<file path="src/rtl/audio_i2s_rx.sv">
// I2S slave receiver: oversamples BCK/WS/DIN in the clk domain and emits 16-bit stereo frames on valid/ready.
// Define AUDIO_RX_FIFO_EN for a FIFO_DEPTH-entry frame FIFO; otherwise a single holding register is used.
module audio_i2s_rx #(
    parameter int FIFO_DEPTH = 4
) (
    input  logic        clk,
    input  logic        rst_n,
    input  logic        ADC_BCK,
    input  logic        ADC_WS,
    input  logic        ADC_DIN,
    output logic        out_valid,
    input  logic        out_ready,
    output logic [15:0] out_left,
    output logic [15:0] out_right,
    output logic        locked,
    output logic        ovf
);
    typedef enum logic [1:0] {HUNT, LEFT, RIGHT} state_t;

    logic [1:0]  bck_sync_q, bck_sync_d, ws_sync_q, ws_sync_d, din_sync_q, din_sync_d;
    logic        bck_prev_q, bck_prev_d, ws_prev_q, ws_prev_d;
    logic [4:0]  bit_cnt_q, bit_cnt_d;
    logic [15:0] word_q, word_d, left_q, left_d;
    logic [7:0]  idle_q, idle_d;
    state_t      state_q, state_d;
    logic        locked_q, locked_d, ovf_q, ovf_d;

    logic        bck_rise, ws_change, timeout, push, push_ok, pop, full;
    logic [15:0] word_fin;
    logic [31:0] push_data;

    always_comb begin
        bck_sync_d = {bck_sync_q[0], ADC_BCK};
        ws_sync_d  = {ws_sync_q[0], ADC_WS};
        din_sync_d = {din_sync_q[0], ADC_DIN};
        bck_prev_d = bck_sync_q[1];

        bck_rise  = bck_sync_q[1] & ~bck_prev_q;
        ws_change = bck_rise && (ws_sync_q[1] != ws_prev_q);
        timeout   = !bck_rise && (idle_q == 8'hFF);
        ws_prev_d = bck_rise ? ws_sync_q[1] : ws_prev_q;
        idle_d    = bck_rise ? 8'd0 : ((idle_q == 8'hFF) ? idle_q : idle_q + 8'd1);

        // Bits land at position 15-bit_cnt, so short words come out left-justified and zero-padded.
        word_fin = word_q;
        if (bit_cnt_q < 5'd16) begin
            word_fin[4'd15 - bit_cnt_q[3:0]] = din_sync_q[1];
        end

        bit_cnt_d = bit_cnt_q;
        word_d    = word_q;
        if (bck_rise) begin
            if (ws_change) begin
                bit_cnt_d = 5'd0;
                word_d    = 16'd0;
            end else begin
                word_d = word_fin;
                if (bit_cnt_q < 5'd16) begin
                    bit_cnt_d = bit_cnt_q + 5'd1;
                end
            end
        end

        state_d   = state_q;
        left_d    = left_q;
        push      = 1'b0;
        push_data = {left_q, word_fin};
        if (timeout) begin
            state_d = HUNT;
        end else if (ws_change) begin
            case (state_q)
                HUNT: begin
                    if (!ws_sync_q[1]) state_d = LEFT;
                end
                LEFT: begin
                    if (ws_sync_q[1]) begin
                        left_d  = word_fin;
                        state_d = RIGHT;
                    end
                end
                RIGHT: begin
                    if (!ws_sync_q[1]) begin
                        push    = 1'b1;
                        state_d = LEFT;
                    end
                end
                default: state_d = HUNT;
            endcase
        end

        locked_d = (state_d != HUNT);
        ovf_d    = ovf_q | (push & ~push_ok);
    end

    always_ff @(posedge clk or negedge rst_n) begin
        if (!rst_n) begin
            bck_sync_q <= '0;
            ws_sync_q  <= '0;
            din_sync_q <= '0;
            bck_prev_q <= 1'b0;
            ws_prev_q  <= 1'b0;
            bit_cnt_q  <= '0;
            word_q     <= '0;
            left_q     <= '0;
            idle_q     <= '0;
            state_q    <= HUNT;
            locked_q   <= 1'b0;
            ovf_q      <= 1'b0;
        end else begin
            bck_sync_q <= bck_sync_d;
            ws_sync_q  <= ws_sync_d;
            din_sync_q <= din_sync_d;
            bck_prev_q <= bck_prev_d;
            ws_prev_q  <= ws_prev_d;
            bit_cnt_q  <= bit_cnt_d;
            word_q     <= word_d;
            left_q     <= left_d;
            idle_q     <= idle_d;
            state_q    <= state_d;
            locked_q   <= locked_d;
            ovf_q      <= ovf_d;
        end
    end

    assign locked = locked_q;
    assign ovf    = ovf_q;

`ifdef AUDIO_RX_FIFO_EN
    localparam int AW = $clog2(FIFO_DEPTH);
    localparam logic [AW:0] PTR_ONE = (AW + 1)'(1);

    logic [31:0] mem_q [FIFO_DEPTH];
    logic [31:0] mem_d [FIFO_DEPTH];
    logic [AW:0] wr_ptr_q, wr_ptr_d, rd_ptr_q, rd_ptr_d;

    // A pop in the same cycle frees the slot the push needs, so full only blocks when nothing leaves.
    always_comb begin
        full      = (wr_ptr_q ^ rd_ptr_q) == {1'b1, {AW{1'b0}}};
        out_valid = (wr_ptr_q != rd_ptr_q);
        pop       = out_valid && out_ready;
        push_ok   = push && (!full || pop);
        mem_d     = mem_q;
        wr_ptr_d  = wr_ptr_q;
        rd_ptr_d  = rd_ptr_q;
        if (pop) rd_ptr_d = rd_ptr_q + PTR_ONE;
        if (push_ok) begin
            mem_d[wr_ptr_q[AW-1:0]] = push_data;
            wr_ptr_d                = wr_ptr_q + PTR_ONE;
        end
    end

    assign {out_left, out_right} = mem_q[rd_ptr_q[AW-1:0]];

    always_ff @(posedge clk or negedge rst_n) begin
        if (!rst_n) begin
            mem_q    <= '{default: '0};
            wr_ptr_q <= '0;
            rd_ptr_q <= '0;
        end else begin
            mem_q    <= mem_d;
            wr_ptr_q <= wr_ptr_d;
            rd_ptr_q <= rd_ptr_d;
        end
    end
`else
    localparam int unused_fifo_depth = FIFO_DEPTH;

    logic        valid_q, valid_d;
    logic [31:0] hold_q, hold_d;

    always_comb begin
        full    = valid_q;
        pop     = valid_q && out_ready;
        push_ok = push && (!full || pop);
        valid_d = push_ok ? 1'b1 : (pop ? 1'b0 : valid_q);
        hold_d  = push_ok ? push_data : hold_q;
    end

    assign out_valid             = valid_q;
    assign {out_left, out_right} = hold_q;

    always_ff @(posedge clk or negedge rst_n) begin
        if (!rst_n) begin
            valid_q <= 1'b0;
            hold_q  <= '0;
        end else begin
            valid_q <= valid_d;
            hold_q  <= hold_d;
        end
    end
`endif

endmodule

</file>
<file path="config.mk">
export PLATFORM = sky130hd
export DESIGN_NAME = audio_i2s_rx
export DESIGN_NICKNAME = d
export VERILOG_FILES = /design/src/rtl/audio_i2s_rx.sv
export SDC_FILE = /design/constraint.sdc
export NUM_CORES = 1
export LEC_CHECK = 0
export ABC_AREA = 1
export CAP_MARGIN = 30
export CORE_MARGIN = 2
export CORE_UTILIZATION = 60
export CTS_CLUSTER_SIZE = 40
export DETAILED_ROUTE_END_ITERATION = 8
export HOLD_SLACK_MARGIN = 0.08
export PLACE_DENSITY = 0.84
export SETUP_SLACK_MARGIN = 0.2
export SYNTH_ARGS = -nofsm -noshare
export SYNTH_HDL_FRONTEND = slang
export SYNTH_SLANG_ARGS = --single-unit
export TNS_END_PERCENT = 20
</file>
<file path="constraint.sdc">
create_clock -name clk -period 4.1 [get_ports clk]
set_clock_uncertainty 0.1 [all_clocks]
set_input_delay 0.615 -clock clk [delete_from_list [all_inputs] [get_ports clk]]
set_output_delay 0.615 -clock clk [all_outputs]
set_load 0.03 [all_outputs]
</file>
After elaboration in Yosys (flattened, before gate mapping):

Cells that the tools add are included.

* add/subtract/negate cells: 3
* magnitude comparators: 3
* equality and inequality tests: 5
* muxes and demuxes: 20
* bitwise gates (word level): 6
* reductions and logical operators: 15

Operator list (count)
* 16-bit 2-to-1 mux: 2
* 16-bit bitwise mux: 1
* 8-bit 2-to-1 mux: 2
* 5-bit 2-to-1 mux: 2
* 8-bit by 1-bit adder with 8-bit output (second input constant): 1
* 8-bit == test (second input constant): 1
* 2-bit 2-to-1 mux: 4
* 1-bit 2-to-1 mux: 7
* 2-bit nonzero test: 3
* 5-bit by 1-bit adder with 5-bit output (second input constant): 1
* 1-bit logical AND: 5
* 4-bit by 5-bit less-than comparator with 1-bit output (second input constant): 1
* 5-bit less-than comparator (second input constant): 1
* 1-bit demux with 4-bit select: 1
* 4-bit by 1-bit greater-or-equal comparator with 1-bit output (second input constant): 1
* 2-bit one-hot mux with 2 select lines: 1
* 4-bit AND reduction: 1
* 4-bit subtractor (first input constant): 1
* 1-bit inverter: 3
* 1-bit AND: 2
* 2-bit by 1-bit == test with 1-bit output (second input constant): 1
* 2-bit == test (second input constant): 1
* 1-bit zero test: 2
* 2-bit zero test: 1
* 6 further kinds: 6

* register bits: 90
* input port bits: 6
* output and inout bits: 35
* logic and storage cells: 66

Logic depth before layout (Yosys ltp):

Gate-level depths: netlist of the first run.

* depth in word-level cells: 9
* gate-level depth with buffers: 8
* mapped depth without buffers: 8

Worst setup path before layout of the first run:

No wires, ideal clock.

* kind: register to register
* start: reg bit_cnt_q[0]
* end: reg left_q[11]
* setup time: 0.128 ns
* data arrival time: 1.234 ns
* data required time: 3.872 ns
* slack: 2.639 ns
* stages on the path, launching flop included: 8
* buffers on the path: 0
* period minus slack after synthesis: 1.461 ns
* cells stage by stage: dfrtp_1 -> inv_1 -> ha_1 -> inv_1 -> nor2_1 -> nand3_1 -> nand2_1 -> o21ai_0

* cells in the longest elaborated chain, start to end: 7
* elaborated cells on any way between the ends: 9
* those cells by class: 1 x add/sub; 3 x order compare; 4 x mux; 1 x reduce/logical

Ends and longest elaborated chain
* start: declaration: line 22 `logic [4:0] bit_cnt_q, bit_cnt_d;`
* start signal: assignment: line 115 `bit_cnt_q <= bit_cnt_d;`
* 4-bit subtractor: line 47 `word_fin[4'd15 - bit_cnt_q[3:0]] = din_sync_q[1];`
* 4-bit by 5-bit less-than comparator with 1-bit output (not written as such) or 4-bit by 1-bit greater-or-equal comparator with 1-bit output (tied branches): line 47
* 1-bit logical AND (not written as such): line 47
* 1-bit 2-to-1 mux (not written as such): line 47
* 1-bit demux with 4-bit select: line 47
* 16-bit bitwise mux: line 47
* 16-bit 2-to-1 mux *: line 46 `if (bit_cnt_q < 5'd16) begin`
* end signal: assignment: line 117 `left_q <= left_d;`
* end: declaration: line 23 `logic [15:0] word_q, word_d, left_q, left_d;`

Every way passes the cells marked *; elsewhere a longest branch is shown, timed or not.
A chain may end at the register's enable or synchronous reset.

Final worst setup path of the first run:

* start: in out_ready
* end: reg hold_q[25]

* cells in the longest elaborated chain, start to end: 3

Ends and longest elaborated chain
* start: declaration: line 12 `input logic out_ready,`
* 1-bit logical AND: line 173 `pop = valid_q && out_ready;`
* 1-bit logical OR: line 174 `push_ok = push && (!full || pop);`
* 1-bit logical AND: line 174
* end signal: assignment: line 188 `hold_q <= hold_d;`
* end: declaration: line 169 `logic [31:0] hold_q, hold_d;`

No other way between the ends.

==> impl_summary.log, run 1 <==
INFO  metric share_of_cells_above_drive_strength_1 = 6.32%
INFO  metric power.density = 440 mW/mm^2
INFO  metric relSlewSlack = 37.7%
INFO  metric net_count_final = 512
INFO  metric cts_inserted_buffers = 9
INFO  metric post-cts-setup-buffers = 0
INFO  metric max_slew.worst_pin.slew = 0.933 ns
INFO  metric core_region_area = 0.00631 mm^2
INFO  metric drtIter0Drc = 173
INFO  metric cpMaxStageDelayCell = nand3_2
INFO  metric min_period = 2.43 ns
INFO  metric clockRootBuffer = clkbuf_8
INFO  metric initial_utilization = 62.0%
INFO  metric crit-reg2reg-launch = bck_prev_q
INFO  metric route.detailed.drc = 0
INFO  metric global_route.overflow_total = 0
INFO  metric layout_worst_path_cycle_share = 59.3%
INFO  metric layout_commonest_cell = nand2_1
INFO  metric cpMostUsedCell = nand2_1
INFO  metric final_design_instance_area_without_fill = 0.00459 mm^2
INFO  metric num_rows = 29
INFO  metric grt_first_pass_wirelength = 13,200 um
INFO  metric clock_tree_from_tritoncts = built
INFO  metric clk_pin_slew_worst_paths = 0.09 ns
INFO  metric layout_setup_ws = 1.67 ns
INFO  metric worst_case_reg_to_reg_path_depth = 7
INFO  metric synth.distinct_cells = 24
INFO  metric outcome = finished, final reports clean
INFO  metric gp_congestion = 0.793
INFO  metric hold-worst-slack = 0.123 ns
INFO  metric die_w = 84.8 um
INFO  metric yosys_warnings = 0
INFO  metric critPathCaptureType = flop
INFO  metric worst-setup-path-type = in -> reg
INFO  metric vias_per_cell = 5.20
INFO  metric placement.cell_area = 0.00434 mm^2
INFO  metric r2r-end = hold_q[25]
INFO  metric synth_sequential_area_ratio = 57.6%
INFO  metric antennaDiodeCount = 0
INFO  metric report.power.total = 2.02 mW
INFO  metric pre_antenna_drt_iters = 4
INFO  metric crit_path_cell_trace = clkdlybuf4s50_1 -> nor2_1 -> inv_1 -> nand3_2 -> inv_2 -> nand2_1 -> nand2_1
INFO  metric antenna_left = 0
INFO  metric yosys_most_used_dff = dfrtp_1
INFO  metric final_setup_tns = 0 ns
INFO  metric syn_avg_cell_area = 8.45 um^2
INFO  metric pin_count = 41
INFO  metric pin_count_of_the_biggest_net_entering_global_routing = 52
INFO  metric vias_in_the_first_global_route = 2,899
INFO  metric synth-edff-count = 0
INFO  metric cts-htree-levels = 3
INFO  metric rsz0062_at_grt = no
INFO  metric yosys-top-cells-area = dfrtp_1 58%, nand2_1 18%, inv_1 3.9%
INFO  metric critical_path_arrival = 2.62 ns
INFO  metric dp_cells = 567
INFO  metric timing_hold_violations_final = 0
INFO  metric crit_required = 4.29 ns
INFO  metric yosys_register_bits = 90
INFO  metric final_max_slew_viol_count = 0
INFO  metric critical_path.max_fanout = 48
INFO  metric post_synth_instance_area = 0.00391 mm^2
INFO  metric die_h = 84.8 um
INFO  metric place_hpwl = 4970 um
INFO  metric yosysTopAreaCell = dfrtp_1
INFO  metric synthToLayoutAreaGrowth = 17.2%
INFO  metric nFillCells = 479
INFO  metric finalSetupViolCount = 0
INFO  metric cp-start-kind = input pin
INFO  metric most-common-layout-cells = 187 x nand2_1, 90 x dfrtp_1, 41 x inv_1
INFO  metric hp-class = in -> async
INFO  metric max_stage_delay = 0.69 ns
INFO  metric final_cells = 583
INFO  metric fp.dieArea = 0.00718 mm^2
INFO  metric clock_latency_on_the_worst_skew_pair = 0.35 ns
INFO  metric globalRouteTotalUtil = 23.3%
INFO  metric route.final.wire_length = 7530 um
INFO  metric area.sequential = 0.00225 mm^2
INFO  metric multi_input_area = 0.00138 mm^2
INFO  metric path_buf_inv = 3
INFO  metric cts_resized = 0
INFO  metric vias = 3,030
INFO  metric synthesis.instances = 463
INFO  metric timing.fmax = 0.411 GHz
INFO  metric synth-async-reset-ratio = 100%
INFO  metric clock_path_buffers = 2
INFO  metric leakage = 2.28 nW
INFO  metric r2r_setup_slack = 1.68 ns
INFO  metric yosysTopAreaCellShare = 57.6%
INFO  metric dp_worst_setup_slack = 1.31 ns
INFO  metric synthesis.nets = 474
INFO  metric cts_hold_buf = 0
INFO  metric path_delay_family = buffers and inverters
INFO  metric utilization = 72.7%
INFO  metric io_buffer_count = 40
INFO  metric ir_worst_vdd = 0.327 mV
INFO  metric max_cap_viol_count = 0
INFO  metric detail_route.wl_per_cell = 12.9 um
INFO  metric clock_sinks = 90
INFO  metric antenna_found_initial = 0
cell type report:
class	instances	share of cell area [%]
sequential	90	49.1
inverter	47	3.85
clock inverter	6	2.45
multi-input combinational	311	30.1
tap	77	2.10
timing repair buffer	42	9.44
clock buffer	10	3.00
state kept, by name, indices dropped and copies added, names as in the netlist, 2 cells and up:
register	flops
bit_cnt_q	5
hold_q	32
din_sync_q	2
bck_sync_q	2
idle_q	8
ws_sync_q	2
state_q	2
left_q	16
word_q	16
cells by family (layout without fill, tap and decap cells):
group                    after synthesis  count (layout)  synth area share (%)
adder cells (fa/ha/maj)                5               5                  1.60
flip-flops                            90              90                  57.6
AND/OR/NAND/NOR                      242             242                  25.0
buffers and inverters                 62             105                  7.20
AO/OA/AOI/OAI                         62              62                  8.22
XOR/XNOR                               2               2                 0.448
routing by layer:
metal  share of wire [%]  up-vias  global-route usage, %
met3                 4.2       12                   5.70
met1                  47     1410                   32.4
met5                   0        -                      0
met2                  48       81                   36.6
li1                    -     1527                      -
met4                 1.4        0                   7.07
report_power, final:
group / switching [mW] / total [mW] / internal [mW]
registers: 0.0506 / 1.01 / 0.956
logic: 0.183 / 0.276 / 0.0928
clock network: 0.312 / 0.735 / 0.424
Yosys cell counts (3+ instances only):
cell type	number
o21ai_1	29
dfrtp_1	90
a21oi_1	3
nand2_1	187
inv_2	6
nor2_2	3
ha_1	5
inv_1	41
nand3_1	30
o21ai_0	25
buf_6	4
buf_2	8
nor2_1	16
nand4_1	3
worst max-delay path by stage:
stage	from	to	slack (ns)	cells past startpoint
finish	out_ready	hold_q[25]	1.67	7
global route	bck_prev_q	hold_q[25]	1.29	7
CTS	out_ready	hold_q[25]	1.66	7
detailed placement	out_ready	hold_q[0]	1.31	7
global placement	out_ready	hold_q[21]	1.37	7
floorplan	bit_cnt_q[0]	left_q[11]	2.64	7
Note: power is estimated with default switching activity, not from simulation.
==> inputs of run 2 (changes only) <==
- CORE_UTILIZATION: 60 -> 56
- PLACE_DENSITY: 0.84 -> 0.79
- clock period: 4.1 -> 2.4 ns (I/O delays scaled with it)
==> run 2 against run 1 <==
  * Global-route usage is 1.2 points lower
  * Via count hardly changed
  * Sequential cell count stayed put
  * Utilization is 4.0 points lower
  * Final area is 1.7% higher
  * Die area is 6.8% higher
  * Largest cell class unchanged
==> impl_summary.log, run 2 (synthesis gave the netlist of run 1 again) <==
INFO  metric min_period = 1.89 ns
INFO  metric max_cap_viol_count = 0 (unchanged)
INFO  metric registers.top_by_ff_count = hold_q (unchanged)
INFO  metric pre_antenna_drt_iters = 4 (unchanged)
INFO  metric cpMostUsedCell = nand2_1 (unchanged)
INFO  metric crit_required = 2.57 ns (was 4.29 ns)
INFO  metric clock_sinks = 90 (unchanged)
INFO  metric clock_tree_from_tritoncts = built (unchanged)
INFO  metric path_delay_family = simple AND/OR/NAND/NOR gates (was buffers and inverters)
INFO  metric layout_commonest_cell = nand2_1 (unchanged)
INFO  metric path_buf_inv = 2 (was 3)
INFO  metric relSlewSlack = 60.6% (was 37.7%)
INFO  metric worst-setup-path-type = reg -> reg (was in -> reg)
INFO  metric max_stage_delay = 0.43 ns (was 0.69 ns)
INFO  metric ir_worst_vdd = 0.534 mV (was 0.327 mV)
INFO  metric cts_hold_buf = 1 (was 0)
INFO  metric die_h = 87.6 um (was 84.8 um)
INFO  metric share_of_cells_above_drive_strength_1 = 7.05% (was 6.32%)
INFO  metric crit_path_cell_trace = inv_1 -> ha_1 -> inv_1 -> nor2_1 -> nand2_1 -> nand2_1 -> nand2_1 -> o21ai_0 (was clkdlybuf4s50_1 -> nor2_1 -> inv_1 -> nand3_2 -> inv_2 -> nand2_1 -> nand2_1)
INFO  metric hp-class = reg -> reg (was in -> async)
INFO  metric core_region_area = 0.00679 mm^2 (was 0.00631 mm^2)
INFO  metric gp_congestion = 0.799 (was 0.793)
INFO  metric final_setup_tns = 0 ns (unchanged)
INFO  metric drtIter0Drc = 205 (was 173)
INFO  metric cts_resized = 0 (unchanged)
INFO  metric final_max_slew_viol_count = 0 (unchanged)
INFO  metric pin_count_of_the_biggest_net_entering_global_routing = 46 (was 52)
INFO  metric met2_wirelength = 3590 um (about the same)
INFO  metric detail_route.wl_per_cell = 12.5 um (was 12.9 um)
INFO  metric antennaDiodeCount = 0 (unchanged)
INFO  metric net_count_final = 517 (was 512)
INFO  metric timing_hold_violations_final = 0 (unchanged)
INFO  metric clockRootBuffer = clkbuf_8 (unchanged)
INFO  metric place_hpwl = 5280 um (was 4970 um)
INFO  metric grt_first_pass_wirelength = 13,100 um (was 13,200 um)
INFO  metric vias_in_the_first_global_route = 2,792 (was 2,899)
INFO  metric antenna_left = 0 (unchanged)
INFO  metric die_w = 87.6 um (was 84.8 um)
INFO  metric power.density = 759 mW/mm^2 (was 440 mW/mm^2)
INFO  metric rsz0062_at_grt = no (unchanged)
INFO  metric critical_path.max_fanout = 8 (was 48)
INFO  metric io_buffer_count = 40 (unchanged)
INFO  metric global_route.overflow_total = 0 (unchanged)
INFO  metric vias_per_cell = 4.99 (was 5.20)
INFO  metric routedLengthMet1 = 3590 um (was 3510 um)
INFO  metric cpMaxStageDelayCell = dfrtp_1 (was nand3_2)
INFO  metric layout_worst_path_cycle_share = 78.7%
INFO  metric finalSetupViolCount = 0 (unchanged)
INFO  metric num_rows = 30 (was 29)
INFO  metric antenna_found_initial = 0 (unchanged)
INFO  metric highest_layer = met4 (unchanged)
INFO  metric report.power.total = 3.54 mW (was 2.02 mW)
INFO  metric route.final.wire_length = 7570 um (was 7530 um)
INFO  metric cts-htree-levels = 3 (unchanged)
INFO  metric clk_pin_slew_worst_paths = 0.09 ns (about the same)
INFO  metric cts_inserted_buffers = 9 (unchanged)
INFO  metric fp.dieArea = 0.00767 mm^2 (was 0.00718 mm^2)
INFO  metric utilization = 68.6% (was 72.7%)
INFO  metric max_slew.worst_pin.slew = 0.589 ns (was 0.933 ns)
INFO  metric leakage = 2.31 nW (was 2.28 nW)
INFO  metric largest_register_ffs = 32 (unchanged)
INFO  metric synthToLayoutAreaGrowth = 19.2% (was 17.2%)
INFO  metric post-cts-setup-buffers = 0 (unchanged)
INFO  metric pin_count = 41 (unchanged)
INFO  metric clock_path_buffers = 2 (unchanged)
INFO  metric critPathCaptureType = flop (unchanged)
INFO  metric outcome = finished, final reports clean (unchanged)
INFO  metric timing.fmax = 0.529 GHz
INFO  metric critical_path_arrival = 2.06 ns (was 2.62 ns)
INFO  metric wire_length_on_met3 = 315 um (was 313 um)
INFO  metric globalRouteTotalUtil = 22.0% (was 23.3%)
INFO  metric initial_utilization = 57.6% (was 62.0%)
INFO  metric nFillCells = 543 (was 479)
INFO  metric clock_latency_on_the_worst_skew_pair = 0.36 ns (was 0.35 ns)
INFO  metric vias = 3,027 (was 3,030)
INFO  metric largestRegisters = hold_q (32), left_q (16), word_q (16) (unchanged)
INFO  metric route.detailed.drc = 0 (unchanged)
INFO  metric most-common-layout-cells = 187 x nand2_1, 90 x dfrtp_1, 41 x inv_1 (unchanged)
INFO  metric cp-start-kind = flop (was input pin)
[run 2: cell count changes in the layout (fill, tap and decap cells not counted), sizes merged]
cell         change
buf              +4
clkbuf           -1
inv              +1
dlygate4sd3      +1
bufinv           +1
clkinv           -1
[run 2: final timing paths]
check | to | slack, ns | cells past startpoint | start
worst min register to register | ws_sync_q[1] | 0.25 | 0 | ws_sync_q[0]
worst max register to register | hold_q[3] | 0.51 | 8 | bit_cnt_q[0]
max in group asynchronous | idle_q[4] | 1.19 | 3 | rst_n
worst max-delay path | hold_q[3] | 0.51 | 8 | bit_cnt_q[0]
worst min-delay path | ws_sync_q[1] | 0.25 | 0 | ws_sync_q[0]
min in group asynchronous | hold_q[31] | 0.43 | 2 | rst_n
[run 2: metal layers]
metal  track usage (%)  vias up
li1                  -     1534
met1              30.4     1421
met2              34.2       64
met3              5.94        8
met4              7.41        0
met5                 0        -
[run 2: through the flow]
step,worst slack [ns],hold WS [ns],area (um^2),instances
after floorplan,0.939,-0.0356,3910,463
after global placement,0.621,0.232,4380,590
after detailed placement,0.591,0.235,4380,590
after CTS,0.506,0.257,4660,607
after global routing,0.290,0.264,4660,607
final,0.511,0.255,4660,607
[run 2: final cells by class]
type | instances | area [um^2] | area share, %
sequential | 90 | 2250 | 48.3
tap | 96 | 120 | 2.58
multi-input combinational | 311 | 1380 | 29.6
timing repair buffer | 47 | 465 | 9.98
clock inverter | 7 | 146 | 3.14
clock buffer | 9 | 124 | 2.66
inverter | 47 | 176 | 3.78
[run 2: power by group]
part / switching, mW / leakage [nW] / total (mW) / internal (mW)
sequential: 0.0856 / 1.22 / 1.72 / 1.63
clock: 0.542 / 0.134 / 1.35 / 0.806
combinational: 0.313 / 0.957 / 0.474 / 0.161
==> inputs of run 3 (changes only) <==
- clock period: 2.4 -> 1.9 ns (I/O delays scaled with it)
==> run 3 against run 2 <==
  * Sequential share of layout area barely moved
  * First-iteration DRC count rose by 0.98%
  * Register-to-register slack got worse by 0.24 ns
  * Combinational power rose by 32%
  * Clock power fell by 3%
  * Final area barely moved
  * Clock-buffer cell count did not move
  * Power rose by 16%
  * Critical path type is now reg -> out
  * Largest power group unchanged
==> impl_summary.log, run 3 (synthesis gave the netlist of run 1 again) <==
INFO  metric initial_utilization = 57.6% (unchanged)
INFO  metric antennaDiodeCount = 0 (unchanged)
INFO  metric die_w = 87.6 um (unchanged)
INFO  metric fp.dieArea = 0.00767 mm^2 (unchanged)
INFO  metric critical_path_arrival = 1.40 ns (was 2.06 ns)
INFO  metric clk_pin_slew_worst_paths = 0.09 ns (about the same)
INFO  metric clock_path_buffers = 2 (unchanged)
INFO  metric global_route.overflow_total = 0 (unchanged)
INFO  metric area.sequential = 0.00225 mm^2 (unchanged)
INFO  metric ir_worst_vdd = 0.478 mV (was 0.534 mV)
INFO  metric timing.fmax = 0.559 GHz
INFO  metric place_hpwl = 5430 um (was 5280 um)
INFO  metric net_count_final = 522 (was 517)
INFO  metric cts_inserted_buffers = 9 (unchanged)
INFO  metric vias = 3,082 (was 3,027)
INFO  metric cpMaxStageDelayCell = clkdlybuf4s50_1 (was dfrtp_1)
INFO  metric cts-htree-levels = 3 (unchanged)
INFO  metric final_setup_tns = 0 ns (unchanged)
INFO  metric route.final.wire_length = 7760 um (was 7570 um)
INFO  metric most-common-layout-cells = 187 x nand2_1, 90 x dfrtp_1, 41 x inv_1 (unchanged)
INFO  metric rsz0062_at_grt = yes (was no)
INFO  metric outcome = finished, final reports clean (unchanged)
INFO  metric met2_wirelength = 3690 um (was 3590 um)
INFO  metric multi_input_area = 0.00138 mm^2 (unchanged)
INFO  metric antenna_found_initial = 0 (unchanged)
INFO  metric clock_tree_from_tritoncts = built (unchanged)
INFO  metric worst-setup-path-type = reg -> out (was reg -> reg)
INFO  metric synthToLayoutAreaGrowth = 19.1% (was 19.2%)
INFO  metric share_of_cells_above_drive_strength_1 = 7.95% (was 7.05%)
INFO  metric leakage = 2.52 nW (was 2.31 nW)
INFO  metric placement.cell_area = 0.00443 mm^2 (was 0.00438 mm^2)
INFO  metric pin_count = 41 (unchanged)
INFO  metric num_rows = 30 (unchanged)
INFO  metric critical_path.max_fanout = 2 (was 8)
INFO  metric path_buf_inv = 1 (was 2)
INFO  metric cp-start-kind = flop (unchanged)
INFO  metric largestRegisters = hold_q (32), left_q (16), word_q (16) (unchanged)
INFO  metric finalSetupViolCount = 0 (unchanged)
INFO  metric clock_latency_on_the_worst_skew_pair = 0.36 ns (about the same)
INFO  metric clockRootBuffer = clkbuf_8 (unchanged)
INFO  metric antenna_left = 0 (unchanged)
INFO  metric gp_congestion = 0.839 (was 0.799)
INFO  metric final_cells = 612 (was 607)
INFO  metric relSlewSlack = 67.3% (was 60.6%)
INFO  metric globalRouteTotalUtil = 22.4% (was 22.0%)
INFO  metric vias_per_cell = 5.04 (was 4.99)
INFO  metric layout_commonest_cell = nand2_1 (unchanged)
INFO  metric detail_route.wl_per_cell = 12.7 um (was 12.5 um)
INFO  metric critPathCaptureType = primary output (was flop)
INFO  metric layout_worst_path_cycle_share = 94.1%
INFO  metric routedLengthMet1 = 3610 um (was 3590 um)
INFO  metric path_delay_family = buffers and inverters (was simple AND/OR/NAND/NOR gates)
INFO  metric route.detailed.drc = 0 (unchanged)
INFO  metric clock_sinks = 90 (unchanged)
INFO  metric post-cts-setup-buffers = 0 (unchanged)
INFO  metric largest_register_ffs = 32 (unchanged)
INFO  metric pin_count_of_the_biggest_net_entering_global_routing = 44 (was 46)
INFO  metric max_slew.worst_pin.slew = 0.490 ns (was 0.589 ns)
INFO  metric crit_path_cell_trace = clkdlybuf4s50_1 (was inv_1 -> ha_1 -> inv_1 -> nor2_1 -> nand2_1 -> nand2_1 -> nand2_1 -> o21ai_0)
INFO  metric grt_first_pass_wirelength = 13,400 um (was 13,100 um)
INFO  metric io_buffer_count = 40 (unchanged)
INFO  metric power.density = 881 mW/mm^2 (was 759 mW/mm^2)
INFO  metric drtIter0Drc = 207 (was 205)
INFO  metric timing_hold_violations_final = 0 (unchanged)
INFO  metric utilization = 68.6% (about the same)
INFO  metric final_max_slew_viol_count = 0 (unchanged)
INFO  metric core_region_area = 0.00679 mm^2 (unchanged)
INFO  metric hp-class = reg -> reg (unchanged)
INFO  metric crit_required = 1.51 ns (was 2.57 ns)
INFO  metric dp_cells = 595 (was 590)
INFO  metric vias_in_the_first_global_route = 2,950 (was 2,792)
INFO  metric die_h = 87.6 um (unchanged)
INFO  metric max_stage_delay = 0.67 ns (was 0.43 ns)
INFO  metric final_design_instance_area_without_fill = 0.00466 mm^2 (about the same)
INFO  metric min_period = 1.79 ns
INFO  metric registers.top_by_ff_count = hold_q (unchanged)
INFO  metric nFillCells = 539 (was 543)
INFO  metric wire_length_on_met3 = 327 um (was 315 um)
INFO  metric max_cap_viol_count = 0 (unchanged)
INFO  metric pre_antenna_drt_iters = 5 (was 4)
INFO  metric highest_layer = met4 (unchanged)
[run 3: final cells by class]
type / count / share of cell area, %
Sequential cell: 90 / 48.3
Tap cell: 96 / 2.58
Clock buffer: 9 / 2.66
Multi-Input combinational cell: 311 / 29.6
Inverter: 47 / 3.79
Clock inverter: 7 / 1.64
Timing Repair Buffer: 52 / 11.4
[run 3: final timing paths]
path / start / endpoint / slack (ns) / depth (start not counted)
max: hold_q[9] / out_right[9] / 0.11 / 1
min: bck_sync_q[0] / bck_sync_q[1] / 0.25 / 0
max reg2reg: bit_cnt_q[0] / left_q[12] / 0.27 / 8
min reg2reg: bck_sync_q[0] / bck_sync_q[1] / 0.25 / 0
max in group asynchronous: rst_n / locked / 0.83 / 3
min in group asynchronous: rst_n / hold_q[29] / 0.27 / 2
[run 3: layer usage]
| layer | up-vias | GRT usage [%] |
|---|---|---|
| met1 | 1455 | 30.7 |
| met4 | 0 | 9.23 |
| met5 | - | 0 |
| met3 | 12 | 3.58 |
| met2 | 73 | 36.0 |
| li1 | 1542 | - |
[run 3: report_power, final]
group	switching (mW)	internal (mW)	leakage (nW)
Clock	0.691	0.616	0.0962
Combinational	0.403	0.222	1.21
Sequential	0.108	2.06	1.22
Total	1.20	2.90	2.52
[run 3: timing repair]
item | in CTS | in global routing
hold endpoints to repair | 25 | 0
resized for setup | 7 | 10
endpoints found under the setup margin | 35 | 54
cloned | 0 | 0
hold buffers | 1 | 0
[run 3: per-stage QoR]
step / power [mW] / hold WS, ns / setup slack (ns)
CTS: 4.13 / 0.244 / 0.105
detailed placement: 2.84 / 0.117 / 0.175
global route: 4.31 / 0.263 / 0.0856
floorplan: 2.59 / -0.111 / 0.439
global placement: 2.81 / 0.115 / 0.211
finish: 4.10 / 0.254 / 0.111
